$ cat config.mk
export PLATFORM = sky130hd
export DESIGN_NAME = countdown_ctrl_flat
export DESIGN_NICKNAME = d
export VERILOG_FILES = /design/src/rtl/countdown_if.sv /design/src/rtl/countdown_ctrl.sv /design/src/flat_wrapper.sv
export SDC_FILE = /design/constraint.sdc
export NUM_CORES = 1
export LEC_CHECK = 0
export BUFFER_PORTS_ARGS = -buffer_cell sky130_fd_sc_hd__buf_2
export CORE_ASPECT_RATIO = 1.75
export CORE_UTILIZATION = 59
export CTS_BUF_LIST = sky130_fd_sc_hd__clkbuf_16
export DETAILED_ROUTE_END_ITERATION = 7
export PLACE_DENSITY = 0.81
export SLEW_MARGIN = 20
export SYNTH_ARGS = -nofsm -noshare
export SYNTH_HDL_FRONTEND = slang
export SYNTH_SLANG_ARGS = --single-unit
$ cat constraint.sdc
create_clock -name clk -period 3.3 [get_ports clk]
set_input_delay 0 -clock clk [delete_from_list [all_inputs] [get_ports clk]]
set_output_delay 0 -clock clk [all_outputs]
set_load 0.05 [all_outputs]
$ cat src/rtl/countdown_if.sv
// Switch/button inputs and countdown status outputs
// shared between the run controller and its user.
interface countdown_if;
  logic        start;
  logic        pause;
  logic [15:0] sw_val;
  logic [15:0] count;
  logic        running;
  logic        paused;
  logic        done;
  logic        tick;

  modport master (
    output start, pause, sw_val,
    input  count, running, paused, done, tick
  );

  modport slave (
    input  start, pause, sw_val,
    output count, running, paused, done, tick
  );
endinterface

$ cat src/rtl/countdown_ctrl.sv
// Countdown run controller: load on start, one decrement
// per interval, pause/resume, restart and timed DONE hold.
module countdown_ctrl #(
  parameter int unsigned ONE_SEC   = 100_000_000,
  parameter int unsigned DONE_HOLD = 3
) (
  input  logic        clk,
  input  logic        rst,
  countdown_if.slave  bus
);
  localparam int unsigned IW = $clog2(ONE_SEC);
  localparam int unsigned HW = $clog2(DONE_HOLD + 1);

  typedef enum logic [1:0] {
    IDLE,
    RUN,
    PAUSE,
    DONE
  } state_t;

  state_t          state_q, state_d;
  logic [15:0]     count_q, count_d;
  logic [IW-1:0]   ivl_q, ivl_d;
  logic [HW-1:0]   hold_q, hold_d;
  logic [HW-1:0]   hold_inc;
  logic            start_q, pause_q;
  logic            start_e, pause_e;
  logic            tick_w;

  assign start_e  = bus.start & ~start_q;
  assign pause_e  = bus.pause & ~pause_q;
  assign hold_inc = hold_q + 1'b1;
  assign tick_w   = ((state_q == RUN) || (state_q == DONE))
                  && (ivl_q == IW'(ONE_SEC - 1));

  always_comb begin
    state_d = state_q;
    count_d = count_q;
    ivl_d   = ivl_q;
    hold_d  = hold_q;
    unique case (state_q)
      RUN, DONE: ivl_d = tick_w ? '0 : ivl_q + 1'b1;
      PAUSE:     ivl_d = ivl_q;
      IDLE:      ivl_d = '0;
    endcase
    if (start_e) begin
      ivl_d  = '0;
      hold_d = '0;
      if (bus.sw_val != 16'd0) begin
        state_d = RUN;
        count_d = bus.sw_val;
      end else begin
        state_d = DONE;
        count_d = 16'd0;
      end
    end else begin
      unique case (state_q)
        RUN: begin
          if (tick_w) begin
            count_d = count_q - 16'd1;
            // reaching zero outranks a coincident pause
            if (count_q == 16'd1) begin
              state_d = DONE;
              hold_d  = '0;
            end else if (pause_e) begin
              state_d = PAUSE;
            end
          end else if (pause_e) begin
            state_d = PAUSE;
          end
        end
        PAUSE: begin
          if (pause_e) state_d = RUN;
        end
        DONE: begin
          count_d = 16'd0;
          if (tick_w) begin
            hold_d = hold_inc;
            if (hold_inc == HW'(DONE_HOLD)) begin
              state_d = IDLE;
              ivl_d   = '0;
            end
          end
        end
        IDLE: count_d = 16'd0;
      endcase
    end
  end

  // edge flops reset high so a held button is not an edge
  always_ff @(posedge clk or posedge rst) begin
    if (rst) begin
      state_q <= IDLE;
      count_q <= 16'd0;
      ivl_q   <= '0;
      hold_q  <= '0;
      start_q <= 1'b1;
      pause_q <= 1'b1;
    end else begin
      state_q <= state_d;
      count_q <= count_d;
      ivl_q   <= ivl_d;
      hold_q  <= hold_d;
      start_q <= bus.start;
      pause_q <= bus.pause;
    end
  end

  assign bus.count   = count_q;
  assign bus.running = (state_q == RUN);
  assign bus.paused  = (state_q == PAUSE);
  assign bus.done    = (state_q == DONE);
  assign bus.tick    = tick_w;
endmodule

$ cat src/flat_wrapper.sv
// flat-port wrapper written by rule: the top's interface ports become plain ports
module countdown_ctrl_flat 
#(
  parameter int unsigned ONE_SEC   = 100_000_000,
  parameter int unsigned DONE_HOLD = 3
)
  (clk, rst, bus_start, bus_pause, bus_sw_val, bus_count, bus_running, bus_paused, bus_done, bus_tick);
  countdown_if bus_i ();
  input  logic clk;
  input  logic rst;
  input wire logic [$bits(bus_i.start)-1:0] bus_start;
  input wire logic [$bits(bus_i.pause)-1:0] bus_pause;
  input wire logic [$bits(bus_i.sw_val)-1:0] bus_sw_val;
  output wire logic [$bits(bus_i.count)-1:0] bus_count;
  output wire logic [$bits(bus_i.running)-1:0] bus_running;
  output wire logic [$bits(bus_i.paused)-1:0] bus_paused;
  output wire logic [$bits(bus_i.done)-1:0] bus_done;
  output wire logic [$bits(bus_i.tick)-1:0] bus_tick;
  assign bus_i.start = bus_start;
  assign bus_i.pause = bus_pause;
  assign bus_i.sw_val = bus_sw_val;
  assign bus_count = bus_i.count;
  assign bus_running = bus_i.running;
  assign bus_paused = bus_i.paused;
  assign bus_done = bus_i.done;
  assign bus_tick = bus_i.tick;
  countdown_ctrl #(.ONE_SEC(ONE_SEC), .DONE_HOLD(DONE_HOLD)) u_core (.clk(clk), .rst(rst), .bus(bus_i));
endmodule
# Word-level counts from Yosys, hierarchy flattened
# Cells that the tools add are included.
# word_totals
regBits	49
latch_bits	0
wordCells	60
mem_count	0
rom_bits	0
mem_bits_rw	0
input_bits	20
output_inout_bits	20
# op_classes
n_reduce_logical	12
div	0
n_eq_ne	11
n_mul	0
muxes	24
bitwise_logic	4
n_lt_le_gt_ge	0
n_shift	0
n_addsub	3
# op_table
op	count
$mux W27	5
$pmux W27 S3	1
$mux W16	3
$pmux W16 S2	1
$add A27 B1 Y27 const B	1
$eq A27 B27 Y1 const B	1
$mux W2	12
$eq A16 B1 Y1 const B	1
$reduce_bool A16 Y1	1
$sub A16 B1 Y16 const B	1
$ne A3 B1 Y1 const B	5
$reduce_and A4 Y1	2
$eq A2 B2 Y1 const B	3
$pmux W2 S3	1
$reduce_bool A3 Y1	2
$pmux W2 S2	1
$reduce_bool A4 Y1	1
$reduce_or A2 Y1	2
$add A2 B1 Y2 const B	1
$and A1 B1 Y1	2
$eq A2 B1 Y1 const B	1
$logic_not A2 Y1	1
$not A1 Y1	2
$reduce_and A2 Y1	1
other kinds (2)	2

# Longest topological paths before layout
# Gate-level depths: netlist of run 1.
# logic_depth
word_depth	9
mapped_depth	9
depth_no_buf	8

# Worst setup path after synthesis of run 1
# OpenSTA, ideal clock, no wires.
# synth_timing
path_kind	register to register
from	reg u_core.state_q[1]
to	reg u_core.ivl_q[4]
stages_incl_launch_ff	10
n_path_buf	1
synth_period_minus_slack_ps	2885
required_time_ps	3157
arrival_time_ps	2743
setup_time_ps	143
setup_slack_ps	415
path_cell_list	dfrtp_1 -> inv_1 -> ha_1 -> nor2_1 -> or4_2 -> nor3_2 -> nor2_1 -> clkbuf_1 -> a41oi_1 -> a311oi_1
# synth_via
elab_chain_len	9
elab_cells_between_ends	13
classes_between	3 x eq/ne; 6 x mux; 4 x reduce/logical
# synth_rtl
element	line	rtl
start, declared	countdown_ctrl.sv:21	state_t state_q, state_d;
start signal, assigned	countdown_ctrl.sv:100	state_q <= state_d;
$eq A2 B1 Y1 (*)	n/a	
via bus_running	flat_wrapper.sv:15	output wire logic [$bits(bus_i.running)-1:0] bus_running;
$logic_or A1 B1 Y1	countdown_ctrl.sv:33	assign tick_w = ((state_q == RUN) || (state_q == DONE))
$logic_and A1 B1 Y1	countdown_ctrl.sv:34	&& (ivl_q == IW'(ONE_SEC - 1));
$mux W27	countdown_ctrl.sv:42	RUN, DONE: ivl_d = tick_w ? '0 : ivl_q + 1'b1;
$pmux W27 S3	countdown_ctrl.sv:41	unique case (state_q)
$mux W27	countdown_ctrl.sv:79	if (hold_inc == HW'(DONE_HOLD)) begin
$mux W27	countdown_ctrl.sv:77	if (tick_w) begin
$mux W27 (*)	countdown_ctrl.sv:57	unique case (state_q)
$mux W27 (*)	countdown_ctrl.sv:46	if (start_e) begin
via u_core.ivl_d[4]	countdown_ctrl.sv:23	logic [IW-1:0] ivl_q, ivl_d;
end signal, assigned	countdown_ctrl.sv:102	ivl_q <= ivl_d;
end, declared	countdown_ctrl.sv:23	
# The timed path passes the listed nets; every way through them passes the cells marked *.
# A chain may end at the register's enable or synchronous reset.

# Worst setup path in the final report of run 1
# layout_timing
from	reg u_core.state_q[0]
to	reg u_core.ivl_q[4]
# layout_via
elab_chain_len	9
elab_cells_between_ends	13
classes_between	3 x eq/ne; 6 x mux; 4 x reduce/logical
# layout_rtl
element	line
$eq A2 B1 Y1 or $eq A2 B2 Y1 (tied branches)	countdown_ctrl.sv:33, countdown_ctrl.sv:41, countdown_ctrl.sv:57
$logic_or A1 B1 Y1	countdown_ctrl.sv:33
$logic_and A1 B1 Y1	countdown_ctrl.sv:34
$mux W27	countdown_ctrl.sv:42
$pmux W27 S3	countdown_ctrl.sv:41
$mux W27	countdown_ctrl.sv:79
$mux W27	countdown_ctrl.sv:77
$mux W27 (*)	countdown_ctrl.sv:57
$mux W27 (*)	countdown_ctrl.sv:46
via u_core.ivl_d[4]	countdown_ctrl.sv:23
# Marked as above.

==> impl_metrics.tcl, run 1 <==
set metrics [dict create \
    critical_path.max_fanout 23 \
    cts_made_buffers 5 \
    wirelength_mm 9.040 \
    maxCapViolations 0 \
    num_vias 3385 \
    regArea_mm2 0.001229 \
    power_w 0.002958 \
    syn-instance-count 387 \
    cts_root_buffer "clkbuf_16" \
    worstSetupStartpointType "register" \
    ys.flop_type "dfrtp_1" \
    first_pass_iters 5 \
    cp_slowest_cell "or4_2" \
    drv_slew 0 \
    rows 35 \
    synth.avg_cell_area_um2 8.464 \
    htreeDepth 2 \
    die_height_um 100.6 \
    grt_max_degree 50 \
    hpwl_mm 6.380 \
    finalSetupViolations 0 \
    synth_nets 415 \
    io_buffers 39 \
    route.detailed.vias_per_inst 6.743 \
    dieArea_mm2 0.005866 \
    final_nets 455 \
    place_congestion 0.8907 \
    core-area_mm2 0.005299 \
    cts.reportedPaths.clkPinSlew_ns 0.07 \
    drc 0 \
    antennaDiodeCount 0 \
    grtUsageTotal 0.3276 \
    start_util 0.6182 \
    wl_per_cell_um 18.01 \
    antenna_found_initial 0 \
    drive_gt1_frac 0.1659 \
    cpMostUsedCell "nor2_1" \
    cp_cell_sequence "ha_1 > nor2_1 > or4_2 > nor3_2 > nor2_1 > buf_4 > a41oi_1 > a311oi_1" \
    clock_sinks 49 \
    slew_headroom 0.3920 \
    period_needed_ns 2.741 \
    syn2layout_area_growth_pct 13.98 \
    drt_iter0_drc 223 \
    fin_skew_ns 0.004795 \
    slowest_delay_ns 0.64 \
    power_leakage_nw 1.565 \
    final_common_cell "dfrtp_1" \
    final_antenna_net_count 0 \
    yosysSeqAreaShare 0.3751 \
    ys_warn_count 0 \
    fin_crit_sh 0.8305 \
    fmax_mhz 364.9 \
    grt_setup_unrepaired "no" \
    synth_edf_count 0 \
    tns_ns 0 \
    grt_remaining_overflow 0 \
    powerDensity_mw_per_mm2 792.4 \
    cts_resized 0 \
    grt_pass1_wl_mm 14.83 \
    ys_ff_latch 49 \
    fp.dieW_um 58.33 \
    worstPathArrival_ns 2.90 \
    synth.distinct_cells 64 \
    hold_violations 0 \
    end_kind "register" \
    required_ns 3.46 \
    status "finished, final reports clean" \
    syn_area_mm2 0.003276 \
    tightest_slew_ns 0.9120 \
    grt_pass1_vias 3243 \
    nFillCells 433 \
    io_pins 40 \
    tritoncts "built" \
    multi_input_area_mm2 0.001873 \
    stdcell_area_mm2 0.003734 \
    cts_max_path_buffers 2 \
    hold_class "input pin to register" \
    dpl_cell_area_mm2 0.003495 \
    async_flop_share 1.000 \
    most-common-layout-cells "dfrtp_1 (47), nand2_1 (42), buf_2 (39)" \
    insertion_delay_ns 0.29 \
    vdd_drop_max_mv 0.8634 \
    worst-setup-path-type "register to register" \
]
[routing by layer]
layer | global-route usage | wire, µm | share of wire | vias up
met4 | 0.1740 | 371 | 0.041 | 0
li1 | - | - | - | 1559
met1 | 0.3567 | 3346 | 0.37 | 1633
met3 | 0.04236 | 462 | 0.051 | 35
met2 | 0.5977 | 4860 | 0.54 | 158
met5 | 0 | 0 | 0 | -
[synth_stat cells (2+ instances only)]
library cell  number  area [µm²]
a22oi_1            3       22.52
nor2b_1            3       18.77
nand2b_1           4       25.02
buf_6              3       33.78
a31o_2             2       17.52
nand2_1           42       157.7
a31oi_1            6       37.54
dfrtp_1           47        1176
nor3_1            26       130.1
ha_1               8       100.1
a41oi_1            7       61.31
o2bb2a_1           2       20.02
inv_1             10       37.54
o211ai_1           2       15.01
nand4_1            6       37.54
and3_1             9       56.30
nor2_1            24       90.09
or3_1              3       18.77
nor3b_1            2       15.01
a211oi_1           2       15.01
o311a_1            3       30.03
a21oi_1           34       170.2
nor4_1            10       62.56
and2_1             6       37.54
or4_1              6       45.04
clkbuf_1          16       60.06
o21ai_0           21       105.1
a32oi_1            5       43.79
a21boi_0           2       15.01
and4_1             4       35.03
nand3b_1           5       37.54
mux2i_1            3       30.03
buf_2              3       15.01
dfstp_2            2       52.55
nand3_1           22       110.1
a311oi_1           6       52.55
[critical path: cells and delay by family, from the launching register on]
kind | cells | cell delay, ns
adders and majority gates | 1 | 0.41
DFF | 1 | 0.41
buffers and inverters | 1 | 0.23
and+or+nand+nor | 4 | 1.25
AOI/OAI and AO/OA | 2 | 0.31
[registers in the layout (all words and copies together) (netlist names)]
register	count
u_core.start_q	1
u_core.bus.count	16
u_core.ivl_q	27
u_core.hold_q	2
u_core.pause_q	1
u_core.state_q	2
[what timing repair did]
item	CTS	global route
hold buffers	9	1
buffers inserted	0	0
hold endpoints to repair	9	47
[path summary, 6_finish.rpt]
check | start | to | slack (ns) | cells past startpoint
worst max-delay path | u_core.state_q[0] | u_core.ivl_q[4] | 0.56 | 8
worst min-delay path | bus_sw_val[10] | u_core.bus.count[10] | 0.02 | 3
worst max register to register | u_core.state_q[0] | u_core.ivl_q[4] | 0.56 | 8
worst min register to register | u_core.hold_q[1] | u_core.hold_q[1] | 0.54 | 2
max in group asynchronous | rst | u_core.bus.count[9] | 2.38 | 3
min in group asynchronous | rst | u_core.ivl_q[1] | 0.41 | 3
[logic make-up (layout without fill, tap and decap cells)]
family / Yosys count / in the layout / synth area share
buffers and inverters: 35 / 76 / 0.05309
adder cells (fa/ha/maj): 8 / 8 / 0.03056
flip-flops: 49 / 49 / 0.3751
XOR/XNOR: 1 / 1 / 0.002674
multiplexers: 3 / 3 / 0.009168
AO/OA/AOI/OAI: 107 / 107 / 0.2242
AND/OR/NAND/NOR: 184 / 184 / 0.3052
[where the power goes]
| group | leakage (nW) | switching (W) | internal, W | total [W] |
|---|---|---|---|---|
| Combinational | 0.849 | 0.00110 | 0.000478 | 0.00158 |
| Clock | 0.0687 | 0.000219 | 0.000275 | 0.000494 |
| Sequential | 0.647 | 0.000163 | 0.000723 | 0.000886 |
| Total | 1.56 | 0.00148 | 0.00148 | 0.00296 |
[final cells by class]
cell class | instances | share of cell area
multi-input combinational | 303 | 0.5017
timing repair buffer | 58 | 0.09719
sequential | 49 | 0.3291
inverter | 10 | 0.01039
clock buffer | 5 | 0.03351
tap | 74 | 0.02480
clock inverter | 3 | 0.003351
[stage by stage]
step / std cells / hold slack [ns] / utilization / worst slack (ns)
final: 502 / 0.02437 / 0.7046 / 0.5595
after global routing: 502 / 0.03522 / 0.7046 / 0.3596
after CTS: 501 / 0.01430 / 0.7025 / 0.5863
after detailed placement: 484 / 0.1173 / 0.6595 / 0.5903
after global placement: 484 / 0.1156 / 0.6595 / 0.6378
after floorplan: 387 / 0.004478 / - / 0.4145
Note: power is estimated with default switching activity, not from simulation.
==> run 2: changes to the inputs <==
==> constraint.sdc (replaced) <==
create_clock -name clk -period 2.7 [get_ports clk]
set_input_delay 0 -clock clk [delete_from_list [all_inputs] [get_ports clk]]
set_output_delay 0 -clock clk [all_outputs]
set_load 0.05 [all_outputs]
==> run 2 against run 1 <==
Compared with the run above: critical path depth decreased by 2; clock power up 43%; final cell count is 1.6% higher; setup slack lost 0.45 ns; die area stayed put; sequential share of layout area is 0.91 points lower; worst hold slack worse by 0.013 ns; global-route usage up 0.54 points; total power up 28%; core utilization grew 2.0 points; via count rose by 0.68%; critical path type unchanged.
==> impl_metrics.tcl, run 2 (synthesis gave the netlist of run 1 again) <==
set metrics [dict create \
    status "finished, final reports clean" \
    period_needed_ns 2.595 \
    hold_class "input pin to register" \
    cts_resized 0 \
    io_pins 40 \
    worstPathArrival_ns 2.77 \
    final_nets 463 \
    regMostFlops "u_core.ivl_q" \
    grt_remaining_overflow 0 \
    fin_crit_sh 0.9612 \
    cts_setup_buffers 0 \
    clock_sinks 49 \
    grt_setup_unrepaired "no" \
    fmax_mhz 385.3 \
    critical_path.max_fanout 8 \
    hold_violations 0 \
    wirelength_mm 9.269 \
    finalSetupViolations 0 \
    grt_pass1_wl_mm 15.08 \
    syn2layout_area_growth_pct 17.23 \
    cts.reportedPaths.clkPinSlew_ns 0.07 \
    tns_ns 0 \
    tightest_slew_ns 0.8580 \
    antenna_found_initial 0 \
    rows 35 \
    worst-setup-path-type "register to register" \
    hold_buffers 10 \
    worstHoldPathCells 3 \
    fin_skew_ns 0.004785 \
    clkPwrFrac 0.187 \
    hpwl_mm 6.587 \
    drv_slew 0 \
    largest_reg_flops 27 \
    holdWs_ns 0.01157 \
    first_pass_iters 4 \
    power.switching_w 0.001842 \
    num_vias 3408 \
    tritoncts "built" \
    vdd_drop_max_mv 1.023 \
    htreeDepth 2 \
    end_kind "register" \
    die_height_um 100.6 \
    dieArea_mm2 0.005866 \
    grtUsageTotal 0.3330 \
    grt_pass1_vias 3253 \
    core-area_mm2 0.005299 \
    antennaDiodeCount 0 \
    final_antenna_net_count 0 \
    pwr-share-seq 0.286 \
    ff2ff_path_depth 6 \
    grt_max_degree 50 \
    p_comb_frac 0.526 \
    most-common-layout-cells "dfrtp_1 (47), nand2_1 (42), buf_2 (39)" \
    reg2reg_slack_ns 0.10 \
    slew_headroom 0.4273 \
    insertion_delay_ns 0.29 \
    maxCapViolations 0 \
    swShare 0.4870 \
    power_leakage_nw 1.617 \
    route.detailed.vias_per_inst 6.682 \
    intPower_w 0.001940 \
    place_congestion 0.9216 \
    drt_iter0_drc 233 \
    drc 0 \
    cts_root_buffer "clkbuf_16" \
    start_util 0.6182 \
    fp.dieW_um 58.33 \
    drive_gt1_frac 0.1881 \
    nFillCells 408 \
    wl_per_cell_um 18.17 \
    cts_made_buffers 5 \
    cts_max_path_buffers 2 \
    required_ns 2.88 \
    powerDensity_mw_per_mm2 984.9 \
    worstSetupStartpointType "register" \
    final_common_cell "dfrtp_1" \
    io_buffers 39 \
]
-- run 2: cell count changes in the layout (fill, tap and decap cells not counted), sizes merged --
cell / delta
bufinv: +1
clkinvlp: +1
buf: +8
clkinv: -2
-- run 2: worst paths after layout --
kind,start,to
setup / recovery,u_core.ivl_q[25],u_core.bus.count[9]
hold / removal,bus_sw_val[0],u_core.bus.count[0]
setup reg to reg,u_core.ivl_q[25],u_core.bus.count[9]
hold reg to reg,u_core.bus.count[7],u_core.bus.count[7]
max in group asynchronous,rst,u_core.ivl_q[17]
min in group asynchronous,rst,u_core.bus.count[5]
-- run 2: area by class of cell --
cell class	count	area, µm²	share of cell area
multi-input combinational	303	1878	0.4891
sequential	49	1229	0.3200
timing repair buffer	66	435.4	0.1134
clock buffer	5	125.1	0.03258
tap	74	92.59	0.02411
clock inverter	3	41.29	0.01075
inverter	10	38.79	0.01010
-- run 2: routing by layer --
layer	GRT usage	vias to the layer above	share of wire
met5	0	-	0
met1	0.3611	1636	0.37
met2	0.5959	156	0.54
met4	0.2015	0	0.050
met3	0.04493	46	0.046
li1	-	1570	-
-- run 2: power groups by stage --
stage               Combinational [W]  Clock [W]  Sequential, W
floorplan                     0.00112          0        0.00142
global route                  0.00214   0.000732        0.00111
CTS                           0.00196   0.000718        0.00108
detailed placement            0.00194          0        0.00109
global placement              0.00191          0        0.00108
finish                        0.00199   0.000708        0.00108
-- run 2: critical path, cell delays in order (launching register included) --
cell	delay [ns]
dfrtp_1	0.42
or4b_4	0.53
or4_4	0.44
o31ai_4	0.30
and2_1	0.41
nand2_1	0.11
a31o_2	0.27
-- run 2: per-stage QoR --
| stage | setup WS, ns | instances | utilization | total power, W | instance area, µm² |
|---|---|---|---|---|---|
| CTS | 0.1279 | 510 | 0.7244 | 0.003757 | 3839 |
| finish | 0.1048 | 510 | 0.7247 | 0.003782 | 3840 |
| global route | 0.0005802 | 510 | 0.7247 | 0.003983 | 3840 |
| detailed placement | 0.1518 | 492 | 0.6741 | 0.003033 | 3572 |
| floorplan | 0.02064 | 387 | - | 0.002545 | 3281 |
| global placement | 0.1945 | 492 | 0.6741 | 0.002990 | 3572 |
